===== src/rtl/bcd_quad_to_binary.sv =====
// Sequential reverse double-dabble: signed 4-digit BCD in, two's-complement DATA out.
// Optional BCD_BLANK_AS_ZERO_EN: blank code 4'b1011 converts as digit 0 instead of an error.
module bcd_quad_to_binary #(
    parameter int unsigned DATA_WIDTH = 32,
    parameter int unsigned BCD_WIDTH  = 4,
    parameter int unsigned ITERATIONS = 14
) (
    input  logic                  clock,
    input  logic                  reset,
    input  logic                  start,
    input  logic                  SIGNAL,
    input  logic [BCD_WIDTH-1:0]  BCD1,
    input  logic [BCD_WIDTH-1:0]  BCD2,
    input  logic [BCD_WIDTH-1:0]  BCD3,
    input  logic [BCD_WIDTH-1:0]  BCD4,
    output logic [DATA_WIDTH-1:0] DATA,
    output logic                  busy,
    output logic                  done,
    output logic                  error
);

    localparam int unsigned NUM_DIGITS = 4;
    localparam int unsigned BCD_BITS   = NUM_DIGITS * BCD_WIDTH;
    localparam int unsigned CNT_WIDTH  = $clog2(ITERATIONS + 1);

    localparam logic [CNT_WIDTH-1:0] LAST_ITER = CNT_WIDTH'(ITERATIONS - 1);
    localparam logic [BCD_WIDTH-1:0] MAX_DIGIT = BCD_WIDTH'(9);
    localparam logic [BCD_WIDTH-1:0] CORR_MIN  = BCD_WIDTH'(8);
    localparam logic [BCD_WIDTH-1:0] CORR_SUB  = BCD_WIDTH'(3);
`ifdef BCD_BLANK_AS_ZERO_EN
    localparam logic [BCD_WIDTH-1:0] BLANK_CODE = BCD_WIDTH'(11);
`endif

    localparam logic [1:0] IDLE  = 2'd0;
    localparam logic [1:0] CHECK = 2'd1;
    localparam logic [1:0] SHIFT = 2'd2;
    localparam logic [1:0] SIGN  = 2'd3;

    logic [1:0]            state_q, state_d;
    logic [CNT_WIDTH-1:0]  cnt_q, cnt_d;
    logic                  sign_q, sign_d;
    logic [BCD_BITS-1:0]   bcd_q, bcd_d;
    logic [ITERATIONS-1:0] bin_q, bin_d;
    logic [DATA_WIDTH-1:0] data_q, data_d;
    logic                  busy_q, busy_d;
    logic                  done_q, done_d;
    logic                  error_q, error_d;

    logic                           invalid;
    logic [BCD_BITS-1:0]            clean_bcd;
    logic [BCD_WIDTH-1:0]           chk_digit;
    logic [BCD_BITS+ITERATIONS-1:0] shifted;
    logic [BCD_BITS-1:0]            shift_bcd;
    logic [ITERATIONS-1:0]          shift_bin;
    logic [BCD_WIDTH-1:0]           sft_digit;
    logic [DATA_WIDTH-1:0]          mag;

    // bcd_q holds the raw captured digits until CHECK replaces them with the cleaned copy.
    always_comb begin
        invalid   = 1'b0;
        clean_bcd = bcd_q;
        chk_digit = '0;
        for (int i = 0; i < NUM_DIGITS; i++) begin
            chk_digit = bcd_q[i*BCD_WIDTH +: BCD_WIDTH];
`ifdef BCD_BLANK_AS_ZERO_EN
            if (chk_digit == BLANK_CODE) begin
                clean_bcd[i*BCD_WIDTH +: BCD_WIDTH] = '0;
            end else if (chk_digit > MAX_DIGIT) begin
                invalid = 1'b1;
            end
`else
            if (chk_digit > MAX_DIGIT) begin
                invalid = 1'b1;
            end
`endif
        end
    end

    always_comb begin
        shifted   = {bcd_q, bin_q} >> 1;
        shift_bcd = shifted[BCD_BITS+ITERATIONS-1 -: BCD_BITS];
        shift_bin = shifted[ITERATIONS-1:0];
        sft_digit = '0;
        for (int i = 0; i < NUM_DIGITS; i++) begin
            sft_digit = shift_bcd[i*BCD_WIDTH +: BCD_WIDTH];
            if (sft_digit >= CORR_MIN) begin
                shift_bcd[i*BCD_WIDTH +: BCD_WIDTH] = sft_digit - CORR_SUB;
            end
        end
    end

    assign mag = DATA_WIDTH'(bin_q);

    always_comb begin
        state_d = state_q;
        cnt_d   = cnt_q;
        sign_d  = sign_q;
        bcd_d   = bcd_q;
        bin_d   = bin_q;
        data_d  = data_q;
        busy_d  = busy_q;
        done_d  = 1'b0;
        error_d = error_q;
        case (state_q)
            IDLE: begin
                if (start) begin
                    sign_d  = SIGNAL;
                    bcd_d   = {BCD1, BCD2, BCD3, BCD4};
                    busy_d  = 1'b1;
                    error_d = 1'b0;
                    state_d = CHECK;
                end
            end
            CHECK: begin
                if (invalid) begin
                    error_d = 1'b1;
                    data_d  = '0;
                    done_d  = 1'b1;
                    busy_d  = 1'b0;
                    state_d = IDLE;
                end else begin
                    bcd_d   = clean_bcd;
                    bin_d   = '0;
                    cnt_d   = '0;
                    state_d = SHIFT;
                end
            end
            SHIFT: begin
                bcd_d = shift_bcd;
                bin_d = shift_bin;
                cnt_d = cnt_q + CNT_WIDTH'(1);
                if (cnt_q == LAST_ITER) begin
                    state_d = SIGN;
                end
            end
            SIGN: begin
                // Negating zero yields zero, so no negative-zero special case is needed.
                data_d  = sign_q ? -mag : mag;
                done_d  = 1'b1;
                busy_d  = 1'b0;
                state_d = IDLE;
            end
            default: state_d = IDLE;
        endcase
    end

    always_ff @(posedge clock or negedge reset) begin
        if (!reset) begin
            state_q <= IDLE;
            cnt_q   <= '0;
            sign_q  <= 1'b0;
            bcd_q   <= '0;
            bin_q   <= '0;
            data_q  <= '0;
            busy_q  <= 1'b0;
            done_q  <= 1'b0;
            error_q <= 1'b0;
        end else begin
            state_q <= state_d;
            cnt_q   <= cnt_d;
            sign_q  <= sign_d;
            bcd_q   <= bcd_d;
            bin_q   <= bin_d;
            data_q  <= data_d;
            busy_q  <= busy_d;
            done_q  <= done_d;
            error_q <= error_d;
        end
    end

    assign DATA  = data_q;
    assign busy  = busy_q;
    assign done  = done_q;
    assign error = error_q;

endmodule

===== config.mk =====
export PLATFORM = sky130hd
export DESIGN_NAME = bcd_quad_to_binary
export DESIGN_NICKNAME = d
export VERILOG_FILES = /design/src/rtl/bcd_quad_to_binary.sv
export SDC_FILE = /design/constraint.sdc
export NUM_CORES = 1
export LEC_CHECK = 0
export BUFFER_PORTS_ARGS = -buffer_cell sky130_fd_sc_hd__buf_4
export CORE_MARGIN = 5
export CORE_UTILIZATION = 50
export DETAILED_ROUTE_END_ITERATION = 10
export PLACE_DENSITY = 0.87
export SYNTH_ARGS = -nofsm -noshare
export SYNTH_HDL_FRONTEND = slang
export SYNTH_SLANG_ARGS = --single-unit
export TNS_END_PERCENT = 10

===== constraint.sdc =====
create_clock -name clock -period 2.15 [get_ports clock]
set_input_delay 0.215 -clock clock [delete_from_list [all_inputs] [get_ports clock]]
set_output_delay 0.215 -clock clock [all_outputs]
set_load 0.01 [all_outputs]

-- After elaboration in Yosys (flattened, before gate mapping)
Cells that the tools add are included.
- $add $sub $neg: 6
- multipliers: 0
- divide/modulo/power cells: 0
- magnitude comparators: 8
- equality and inequality tests: 8
- shift operators: 0
- mux-type cells: 29
- bitwise gates (word level): 0
- reductions and logical operators: 13
- operators by type and width (operator ; count):
    $mux 32 ; 2
    $pmux 32 s2 ; 1
    $neg 14->32 ; 1
    $pmux 16 s2 ; 1
    $pmux 14 s2 ; 1
    $mux 4 ; 5
    $gt 4x4->1 const B ; 4
    $mux 16 ; 1
    $mux 14 ; 1
    $ge 4x4->1 const B ; 3
    $sub 4x2->4 const B ; 3
    $reduce_and 2->1 ; 5
    $mux 1 ; 9
    $ne 2x2->1 const B ; 4
    $pmux 2 s4 ; 1
    $pmux 4 s2 ; 1
    $reduce_bool 2->1 ; 4
    $mux 2 ; 3
    $reduce_and 3->1 ; 2
    $add 4x1->4 const B ; 1
    $eq 2x2->1 const B ; 2
    $eq 4x4->1 const B ; 1
    $ge 3x4->1 const B ; 1
    $pmux 1 s2 ; 2
    5 further kinds ; 5
- bits in registers: 72
- latch bits: 0
- bits in writable memories: 0
- ROM bits: 0
- bits of input ports: 20
- output and inout port bits: 35
- logic and storage cells: 73
- memories kept: 0

-- Logic depth before layout (Yosys ltp)
Gate-level depths: netlist of the first run.
- depth after elaboration: 7
- gate-level depth with buffers: 8
- depth with buffers taken out: 6

-- Worst setup path before layout of the first run
Ideal clock, no wire load.
- path kind: flip-flop to flip-flop
- start point: reg bin_q[6]
- end point: reg data_q[13] (netlist: DATA[13])
- setup time: 0.140 ns
- data arrival time: 1.958 ns
- required time: 2.010 ns
- setup slack: 0.051 ns
- stages on the path, launching flop included: 7
- path buffers: 0
- period minus slack after synthesis: 2.099 ns
- cells stage by stage: dfrtp_1 or4_4 or3_4 nor3_1 ha_1 mux2i_1 o2bb2ai_1
- longest elaborated chain between the ends: 3
- ends and longest elaborated chain (element ; RTL line ; text):
    start: declaration ; 43 ; logic [ITERATIONS-1:0] bin_q, bin_d;
    start signal: assignment ; 163 ; bin_q <= bin_d;
    $neg 14->32 ; 138 ; data_d = sign_q ? -mag : mag;
    $mux 32 ; 138 ;
    $pmux 32 s2 ; 104 ; case (state_q)
    end signal: assignment ; 164 ; data_q <= data_d;
    end: declaration ; 44 ; logic [DATA_WIDTH-1:0] data_q, data_d;
Every way passes these cells.
A chain may end at the register's enable or synchronous reset.

-- Worst setup path in the final report of the first run
Ends and elaborated chain as after synthesis.

==> metrics.cfg, run 1 <==
[outcome]
status=finished, final reports clean

[worst_setup_path]
critPathArrivalTime_ns=2.28
path_class=flop to flop
crit_path_end_kind=flop
critPathBufInv=0
crit_path_start_kind=flop
cpMaxStageDelayCell=or4_4
crit_path_cell_trace=or4_4 > or3_4 > nor3_4 > ha_1 > mux2i_1 > o2bb2ai_1
cpPeakStageDelay_ns=0.56
crit_required_ns=2.39
crit_fanout=4
cp_top_family=simple AND/OR/NAND/NOR gates

[logic_synthesis]
ys_seq_elements=67
synth-edff-count=0
seq_area_frac_synth_pct=48.1
netlist.area_leader.share_pct=48.1
syn_nets=349
yosys_warnings=0
synthCells=315
synth_top_cell_by_area=dfrtp_1
synth_flop_cell=dfrtp_1
ys_types=53
syn_area_mm2=0.00349
synthTopCellsByArea=dfrtp_1 (48%), o2bb2ai_1 (5.8%), ha_1 (5.0%)
syn_area_per_cell_um2=11.1
async_flop_share_pct=100

[routing]
drc_errors=0
first_iter_violations=104
drt-pass1-iter-count=4
vias_per_cell=5.51
drt_wl_total_mm=7.11
ant_nets=0
drt-wirelength-per-cell_um=14.9
num_vias=2628

[layout]
nFillCells=562
syn_to_final_growth_pct=21.2
fin_nets=410
drive_gt1_share_pct=28.3
multi_input_area_mm2=0.00163
regArea_mm2=0.00168
antenna_cells=0

[sta]
hold_viol=0
period_share_pct=95.1
slew_headroom_pct=44.5
slew_violations=0
rsz0062_at_grt=no
clock_skew_ns=0.0125
setup-violations-final=0
holdWs_ns=0.116
finalSetupTns_ns=0
period_needed_ns=2.04
worst_pin_slew_ns=0.833
max_clock_freq_mhz=489

[global_route]
grt_start_max_net_pins=68
antenna_found_initial=0
grt_usage_pct=17.1
grt_pass1_vias=2589
overflow=0
grt_pass1_wl_mm=12.0

[clock_tree]
root_buffer=clkbuf_8
insertion_delay_ns=0.34
htree_num_levels=3
clockBufferDepth=2
cts_buffers=9
clk_pin_slew_ns=0.08
cts.sink_count=67
cts_tree=done

[floorplanning]
ios=55
fp.dieW_um=93.5
core_area_mm2=0.00679
die_h_um=93.5
die_area_mm2=0.00874
start_util_pct=51.3
rows=30

[power_and_ir_drop]
peakVddDrop_mv=0.691
p_comb_share_pct=53.2
clkPwrFrac_pct=15.2
switchingPower_uw=2960
leakage_uw=0.00200
powerDensity_mw_per_mm2=1640
swShare_pct=42.7
power_uw=6930
intPower_uw=3970
seqPwrFrac_pct=31.6

[place]
io_buffers=54
routabilityCongestion=0.804
hpwlAfterDp_mm=5.04

[job]
maxCapViolCount=0

[hold_path]
min_path_type=input port to flop

[stage by stage]
step                worst slack [ns]  cells  util (%)  cell area (um^2)
floorplan                     0.0515    315         -              3490
global placement              0.0900    460      59.0              4010
detailed placement            0.0498    460      59.0              4010
CTS                           0.0414    477      62.1              4220
global route                  0.0253    477      62.2              4230
finish                         0.106    477      62.2              4230
[routing by layer]
layer,global-route usage [%],vias up,share of wire (%)
met4,5.62,0,1.2
met3,4.99,6,6.7
met1,21.0,1276,43
met5,0,-,0
li1,-,1270,-
met2,28.9,76,49
[synthesized netlist by cell type (2+ instances only)]
| library cell | instances |
|---|---|
| a211o_1 | 3 |
| a21o_1 | 4 |
| a21oi_1 | 13 |
| a22o_1 | 13 |
| a22o_2 | 2 |
| a31oi_1 | 2 |
| buf_1 | 2 |
| buf_2 | 3 |
| buf_4 | 5 |
| buf_6 | 3 |
| clkbuf_1 | 7 |
| dfrtp_1 | 67 |
| ha_1 | 14 |
| inv_1 | 18 |
| mux2_2 | 2 |
| mux2i_1 | 11 |
| nand2_1 | 14 |
| nand2b_1 | 3 |
| nand3_1 | 5 |
| nor2_1 | 11 |
| nor2b_1 | 6 |
| nor3_1 | 4 |
| o211ai_1 | 2 |
| o21ai_0 | 20 |
| o21ai_1 | 6 |
| o22ai_1 | 4 |
| o2bb2ai_1 | 23 |
| o31ai_1 | 3 |
| o41ai_2 | 3 |
| or3_4 | 3 |
| or4_4 | 3 |
| xnor2_1 | 8 |
| xor2_1 | 8 |
[flip-flops by register name (all words and copies together), names as in the netlist, named ones only]
name / cells
sign_q: 1
DATA: 27
bin_q: 14
done: 1
bcd_q: 16
busy: 1
error: 1
state_q: 1
cnt_q: 4
[placed cells by master (no fill, tap or decap), types with 2 or more instances in the layout]
master | synthesis | routed
buf_4 | 5 | 69
dfrtp_1 | 67 | 67
o2bb2ai_1 | 23 | 23
o21ai_0 | 20 | 20
inv_1 | 18 | 18
nand2_1 | 14 | 14
ha_1 | 14 | 14
a22o_1 | 13 | 13
a21oi_1 | 13 | 13
nor2_1 | 11 | 11
mux2i_1 | 11 | 11
clkbuf_8 | 0 | 9
xor2_1 | 8 | 8
xnor2_1 | 8 | 8
o21ai_1 | 6 | 6
nor2b_1 | 6 | 6
nand3_1 | 5 | 5
a21o_1 | 4 | 4
o22ai_1 | 4 | 4
or4_4 | 3 | 3
or3_4 | 3 | 3
nand2b_1 | 3 | 3
nor3_1 | 4 | 3
o41ai_2 | 3 | 3
o31ai_1 | 3 | 3
a211o_1 | 3 | 3
clkinv_4 | 0 | 3
nor3_4 | 1 | 2
o211ai_1 | 2 | 2
a31oi_1 | 2 | 2
mux2_2 | 2 | 2
a22o_2 | 2 | 2
[cells by family after synthesis]
family,synth area share (%)
AND/OR/NAND/NOR,9.83
XOR/XNOR,4.02
AO/OA/AOI/OAI,22.8
adder cells (fa/ha/maj),5.02
multiplexers,4.77
flip-flops,48.1
buffers and inverters,5.49
[what timing repair did]
item,in CTS,in global routing
hold buffers,1,0
endpoints found under the hold margin,34,0
gates resized for setup,0,2
endpoints found under the setup margin,0,1
buffers inserted,0,0
[power by group through the flow]
stage               registers [uW]  clock network [uW]  logic [uW]
floorplan                     2140                   0        2730
global placement              2170                   0        3480
detailed placement            2200                   0        3610
CTS                           2180                1090        3640
global route                  2260                1130        4070
finish                        2190                1050        3690
[area by class of cell]
type	count	share of cell area, %
clock buffer	9	2.93
inverter	19	1.69
tap	96	2.84
multi-input combinational	209	38.6
clock inverter	7	1.83
timing repair buffer	70	12.5
sequential	67	39.7
[path summary, 6_finish.rpt]
path | slack [ns] | cells past startpoint | start | endpoint
max | 0.11 | 6 | bin_q[6] | DATA[13]
min | 0.12 | 2 | SIGNAL | sign_q
max reg2reg | 0.11 | 6 | bin_q[6] | DATA[13]
min reg2reg | 0.49 | 1 | DATA[17] | DATA[17]
max in group asynchronous | 1.08 | 2 | reset | bin_q[9]
min in group asynchronous | 0.51 | 2 | reset | DATA[18]
Note: power is estimated with default switching activity, not from simulation.
==> inputs of run 2 (changes only) <==
--- a/config.mk
+++ b/config.mk
@@ -6,10 +6,9 @@
 export NUM_CORES = 1
 export LEC_CHECK = 0
 export BUFFER_PORTS_ARGS = -buffer_cell sky130_fd_sc_hd__buf_4
-export CORE_MARGIN = 5
 export CORE_UTILIZATION = 50
 export DETAILED_ROUTE_END_ITERATION = 10
-export PLACE_DENSITY = 0.87
+export PLACE_DENSITY = 0.81
 export SYNTH_ARGS = -nofsm -noshare
 export SYNTH_HDL_FRONTEND = slang
 export SYNTH_SLANG_ARGS = --single-unit
==> run 2 against run 1 <==
The run now ends with DRC left. Maximum frequency is 2.1% lower. Utilization is 0.53 points higher. Combinational power hardly changed. Sequential power hardly changed.
==> metrics.cfg, run 2 (synthesis results as in run 1) <==
[outcome]
status=finished, violations left
violations=DRC

[place]
placed_area_mm2=0.00400
hpwlAfterDp_mm=4.84
io_buffers=54
routabilityCongestion=0.762

[worst_setup_path]
cpPeakStageDelay_ns=0.54
crit_path_end_kind=flop
crit_path_start_kind=flop
critPathArrivalTime_ns=2.32
crit_path_cell_trace=or4_4 > or3_4 > nor3_2 > ha_1 > mux2i_1 > o2bb2ai_1
cpMaxStageDelayCell=or4_4
crit_fanout=2
path_class=flop to flop
crit_required_ns=2.39

[layout]
largest_reg_flops=27
layout_common_cells=buf_4 (71), dfrtp_1 (67), o2bb2ai_1 (23), o21ai_0 (20), inv_1 (18)
final_util_pct=62.8
syn_to_final_growth_pct=21.6
drive_gt1_share_pct=28.7
layout.cells.most_common=buf_4
design_area_mm2=0.00424
fin_nets=412
antenna_cells=0

[clock_tree]
cts_buffers=9
clk_pin_slew_ns=0.08
cts.sink_count=67
cts_tree=done
htree_num_levels=3
root_buffer=clkbuf_8
clockBufferDepth=2
insertion_delay_ns=0.35

[sta]
worst_pin_slew_ns=0.828
max_clock_freq_mhz=479
finalSetupTns_ns=0
hold_viol=0
holdWs_ns=0.115
period_needed_ns=2.09
setup-violations-final=0
clock_skew_ns=0.00901
slew_headroom_pct=44.8
period_share_pct=97.1
slew_violations=0

[routing]
drt_wl_total_mm=7.06
drt-wirelength-per-cell_um=15.2
vias_per_cell=5.63
num_vias=2609
drt-pass1-iter-count=7
first_iter_violations=173
ant_nets=0
drc_errors=1

[power_and_ir_drop]
p_comb_share_pct=52.4
swShare_pct=42.2
peakVddDrop_mv=0.726
leakage_uw=0.00201
clkPwrFrac_pct=16.7
intPower_uw=4090
switchingPower_uw=2990
power_uw=7080
seqPwrFrac_pct=30.8
powerDensity_mw_per_mm2=1670

[floorplanning]
core_area_mm2=0.00676
fp.dieW_um=85.5
ios=55
die_h_um=85.5
rows=30
start_util_pct=51.6
die_area_mm2=0.00731

[global_route]
grt_start_max_net_pins=68
antenna_found_initial=0
grt_pass1_wl_mm=12.3
grt_pass1_vias=2600
grt_usage_pct=21.3
overflow=0

[job]
maxCapViolCount=0

[hold_path]
min_path_type=input port to flop

run 2: changes by cell type in the layout (fill, tap and decap cells not counted), sizes merged:
| cell | before | now |
|---|---|---|
| clkinvlp | 1 | 2 |
| bufinv | 1 | 2 |
| buf | 69 | 71 |
| clkinv | 4 | 2 |
run 2: path summary, 6_finish.rpt:
| check | from | endpoint | slack (ns) | depth (start not counted) |
|---|---|---|---|---|
| setup / recovery | bin_q[6] | DATA[13] | 0.06 | 6 |
| hold / removal | SIGNAL | sign_q | 0.11 | 2 |
| setup reg to reg | bin_q[6] | DATA[13] | 0.06 | 6 |
| hold reg to reg | bcd_q[0] | bin_q[13] | 0.49 | 1 |
| max in group asynchronous | reset | sign_q | 1.10 | 2 |
| min in group asynchronous | reset | DATA[18] | 0.52 | 2 |
run 2: power by group through the flow:
| stage | clock [uW] | sequential (uW) | combinational [uW] |
|---|---|---|---|
| 2_1_floorplan | 0 | 2140 | 2730 |
| 3_3_place_gp | 0 | 2170 | 3550 |
| 3_5_place_dp | 0 | 2200 | 3670 |
| 4_1_cts | 1200 | 2180 | 3700 |
| 5_1_grt | 1260 | 2250 | 4150 |
| 6_report | 1190 | 2180 | 3710 |
run 2: worst max-delay path: cells and delay by family (launching register included):
| family | cells | cell delay (ns) |
|---|---|---|
| AOI/OAI and AO/OA | 1 | 0.07 |
| adders and majority gates | 1 | 0.26 |
| DFF | 1 | 0.38 |
| muxes | 1 | 0.14 |
| and+or+nand+nor | 3 | 1.13 |
run 2: metrics by stage:
step	worst slack, ns	cells
2_1_floorplan	0.0515	315
3_3_place_gp	0.123	446
3_5_place_dp	0.0438	446
4_1_cts	0.0404	463
5_1_grt	-0.0198	463
6_report	0.0624	463
run 2: final cells by class:
class / count / area, um^2
fillers: 545 / 2520
flip-flops and latches: 67 / 1680
inverters: 19 / 71.3
repair buffers: 72 / 543
clock buffers: 9 / 124
multi-input cells: 209 / 1620
clock inverters: 7 / 101
well taps: 80 / 100
run 2: what timing repair did:
action / 4_1_cts / 5_1_grt
resized for setup: 0 / 1
endpoints found under the setup margin: 0 / 1
hold endpoints to repair: 19 / 0
setup buffers: 0 / 0
hold buffers: 1 / 0
run 2: layer usage:
metal	vias up	wire, um	global-route usage, %	share of wire (%)
li1	1263	-	-	-
met2	58	3430	35.1	49
met4	0	119	8.94	1.7
met3	10	234	4.04	3.3
met5	-	0	0	0
met1	1278	3270	27.8	46
==> inputs of run 3 (changes only) <==
--- a/config.mk
+++ b/config.mk
@@ -6,9 +6,10 @@
 export NUM_CORES = 1
 export LEC_CHECK = 0
 export BUFFER_PORTS_ARGS = -buffer_cell sky130_fd_sc_hd__buf_4
-export CORE_UTILIZATION = 50
+export CORE_UTILIZATION = 52
 export DETAILED_ROUTE_END_ITERATION = 10
-export PLACE_DENSITY = 0.81
+export PLACE_DENSITY = 0.83
+export SETUP_SLACK_MARGIN = 0.5
 export SYNTH_ARGS = -nofsm -noshare
 export SYNTH_HDL_FRONTEND = slang
 export SYNTH_SLANG_ARGS = --single-unit
==> run 3 against run 2 <==
The flow still finishes with violations (DRC). First-iteration DRC count decreased by 25%. Setup slack improved by 0.12 ns. Wire length increased by 5.7%. Combinational power increased by 13%. Die area decreased by 3.8%. Register-to-register slack improved by 0.12 ns. Utilization increased by 6.4 points. Final area increased by 4.8%. Clock-buffer cell count increased by 1. Clock power increased by 11%. Flip-flop and latch count unchanged. Cell count increased by 1.5%.
==> metrics.cfg, run 3 (synthesis results as in run 1) <==
[outcome]
status=finished, violations left
violations=DRC

[worst_setup_path]
ff2ff_path_depth=6
r2r_slack_ns=0.18
startpoint=bin_q[5]
critPathArrivalTime_ns=2.22
cp-endpoint=DATA[13]
crit_path_cell_trace=or4_4 > or3_4 > nor3_4 > ha_1 > mux2i_1 > o2bb2ai_1
r2r_start=bin_q[5]
crit_required_ns=2.39
crit_path_start_kind=flop
crit_path_end_kind=flop
r2r-end=DATA[13]
cpMaxStageDelayCell=or4_4
crit_fanout=2
path_class=flop to flop
cpPeakStageDelay_ns=0.55

[routing]
first_iter_violations=130
drc_errors=18
ant_nets=0
vias_per_cell=5.77
drt_wl_total_mm=7.46
drt-wirelength-per-cell_um=15.9
drt-pass1-iter-count=7
num_vias=2711

[job]
maxCapViolCount=0

[global_route]
grt_start_max_net_pins=68
grt_usage_pct=22.0
grt_pass1_wl_mm=12.4
overflow=0
antenna_found_initial=0
grt_pass1_vias=2654

[sta]
clock_skew_ns=0.00809
max_clock_freq_mhz=507
rsz0062_at_grt=yes
finalSetupTns_ns=0
hold_viol=0
period_share_pct=91.7
slew_violations=0
setup-violations-final=0
slew_headroom_pct=44.5
worst_pin_slew_ns=0.833
holdWs_ns=0.103
period_needed_ns=1.97

[hold_path]
min_path_type=input port to flop

[floorplanning]
die_h_um=83.9
rows=29
fp.dieW_um=83.9
die_area_mm2=0.00704
start_util_pct=54.3
core_area_mm2=0.00642
ios=55

[layout]
fin_nets=422
nFillCells=470
antenna_cells=0
syn_to_final_growth_pct=27.4
layout_common_cells=buf_4 (77), dfrtp_1 (57), o2bb2ai_1 (23), o21ai_0 (17), inv_1 (16)
drive_gt1_share_pct=36.4
largest_reg_flops=27
layout.cells.most_common=buf_4
design_area_mm2=0.00444

[clock_tree]
insertion_delay_ns=0.35
root_buffer=clkbuf_8
cts_buffers=9
clockBufferDepth=2
htree_num_levels=3
cts_tree=done
cts.sink_count=67
clk_pin_slew_ns=0.08

[place]
routabilityCongestion=0.830
hpwlAfterDp_mm=4.71
io_buffers=54
placed_area_mm2=0.00398

[power_and_ir_drop]
peakVddDrop_mv=0.944
leakage_uw=0.00209
powerDensity_mw_per_mm2=1730

[run 3: stage by stage]
stage	power, uW	utilization, %	setup slack [ns]	cells
floorplan	4900	-	0.154	315
global placement	5710	62.0	0.201	439
detailed placement	5830	62.0	0.157	439
CTS	7340	67.0	0.157	463
global route	8260	69.2	0.100	470
finish	7710	69.2	0.178	470
[run 3: layout make-up]
cell class                      count  area, um^2  share of cell area, %
Timing Repair Buffer               82         642                   14.4
Clock buffer                       10         138                   3.10
Clock inverter                      6         111                   2.51
Multi-Input combinational cell    209        1700                   38.2
Inverter                           19        71.3                   1.61
Tap cell                           77        96.3                   2.17
Sequential cell                    67        1690                   38.0
[run 3: repair_timing]
action | CTS | global route
gates resized for setup | 3 | 31
pin swaps | 3 | 1
endpoints found under the hold margin | 15 | 0
setup buffers | 7 | 7
hold buffers | 1 | 0
endpoints found under the setup margin | 52 | 64
[run 3: how the worst min path moves through the flow]
stage,endpoint,startpoint,depth (start not counted),slack [ns]
CTS,sign_q,SIGNAL,2,0.10
floorplan,DATA[0],reset,0,-0.08
detailed placement,DATA[20],reset,1,0.37
global route,sign_q,SIGNAL,2,0.1
finish,sign_q,SIGNAL,2,0.10
global placement,DATA[20],reset,1,0.37
[run 3: per-layer routing]
metal | wire length [um] | GRT usage, % | vias to the layer above
met2 | 3680 | 36.8 | 67
met3 | 292 | 3.56 | 16
li1 | - | - | 1292
met1 | 3350 | 28.4 | 1336
met5 | 0 | 0 | -
met4 | 141 | 9.56 | 0
[run 3: worst max-delay path, delay by kind of cell, from the launching register on]
kind                     cells  cell delay, ns
AND/OR/NAND/NOR              3            1.04
flip-flops                   1            0.38
adder cells (fa/ha/maj)      1            0.24
multiplexers                 1            0.14
AO/OA/AOI/OAI                1            0.07
[run 3: report_power, final]
group | switching [uW] | internal [uW]
clock | 513 | 804
combinational | 2100 | 2070
sequential | 513 | 1700
total | 3130 | 4580
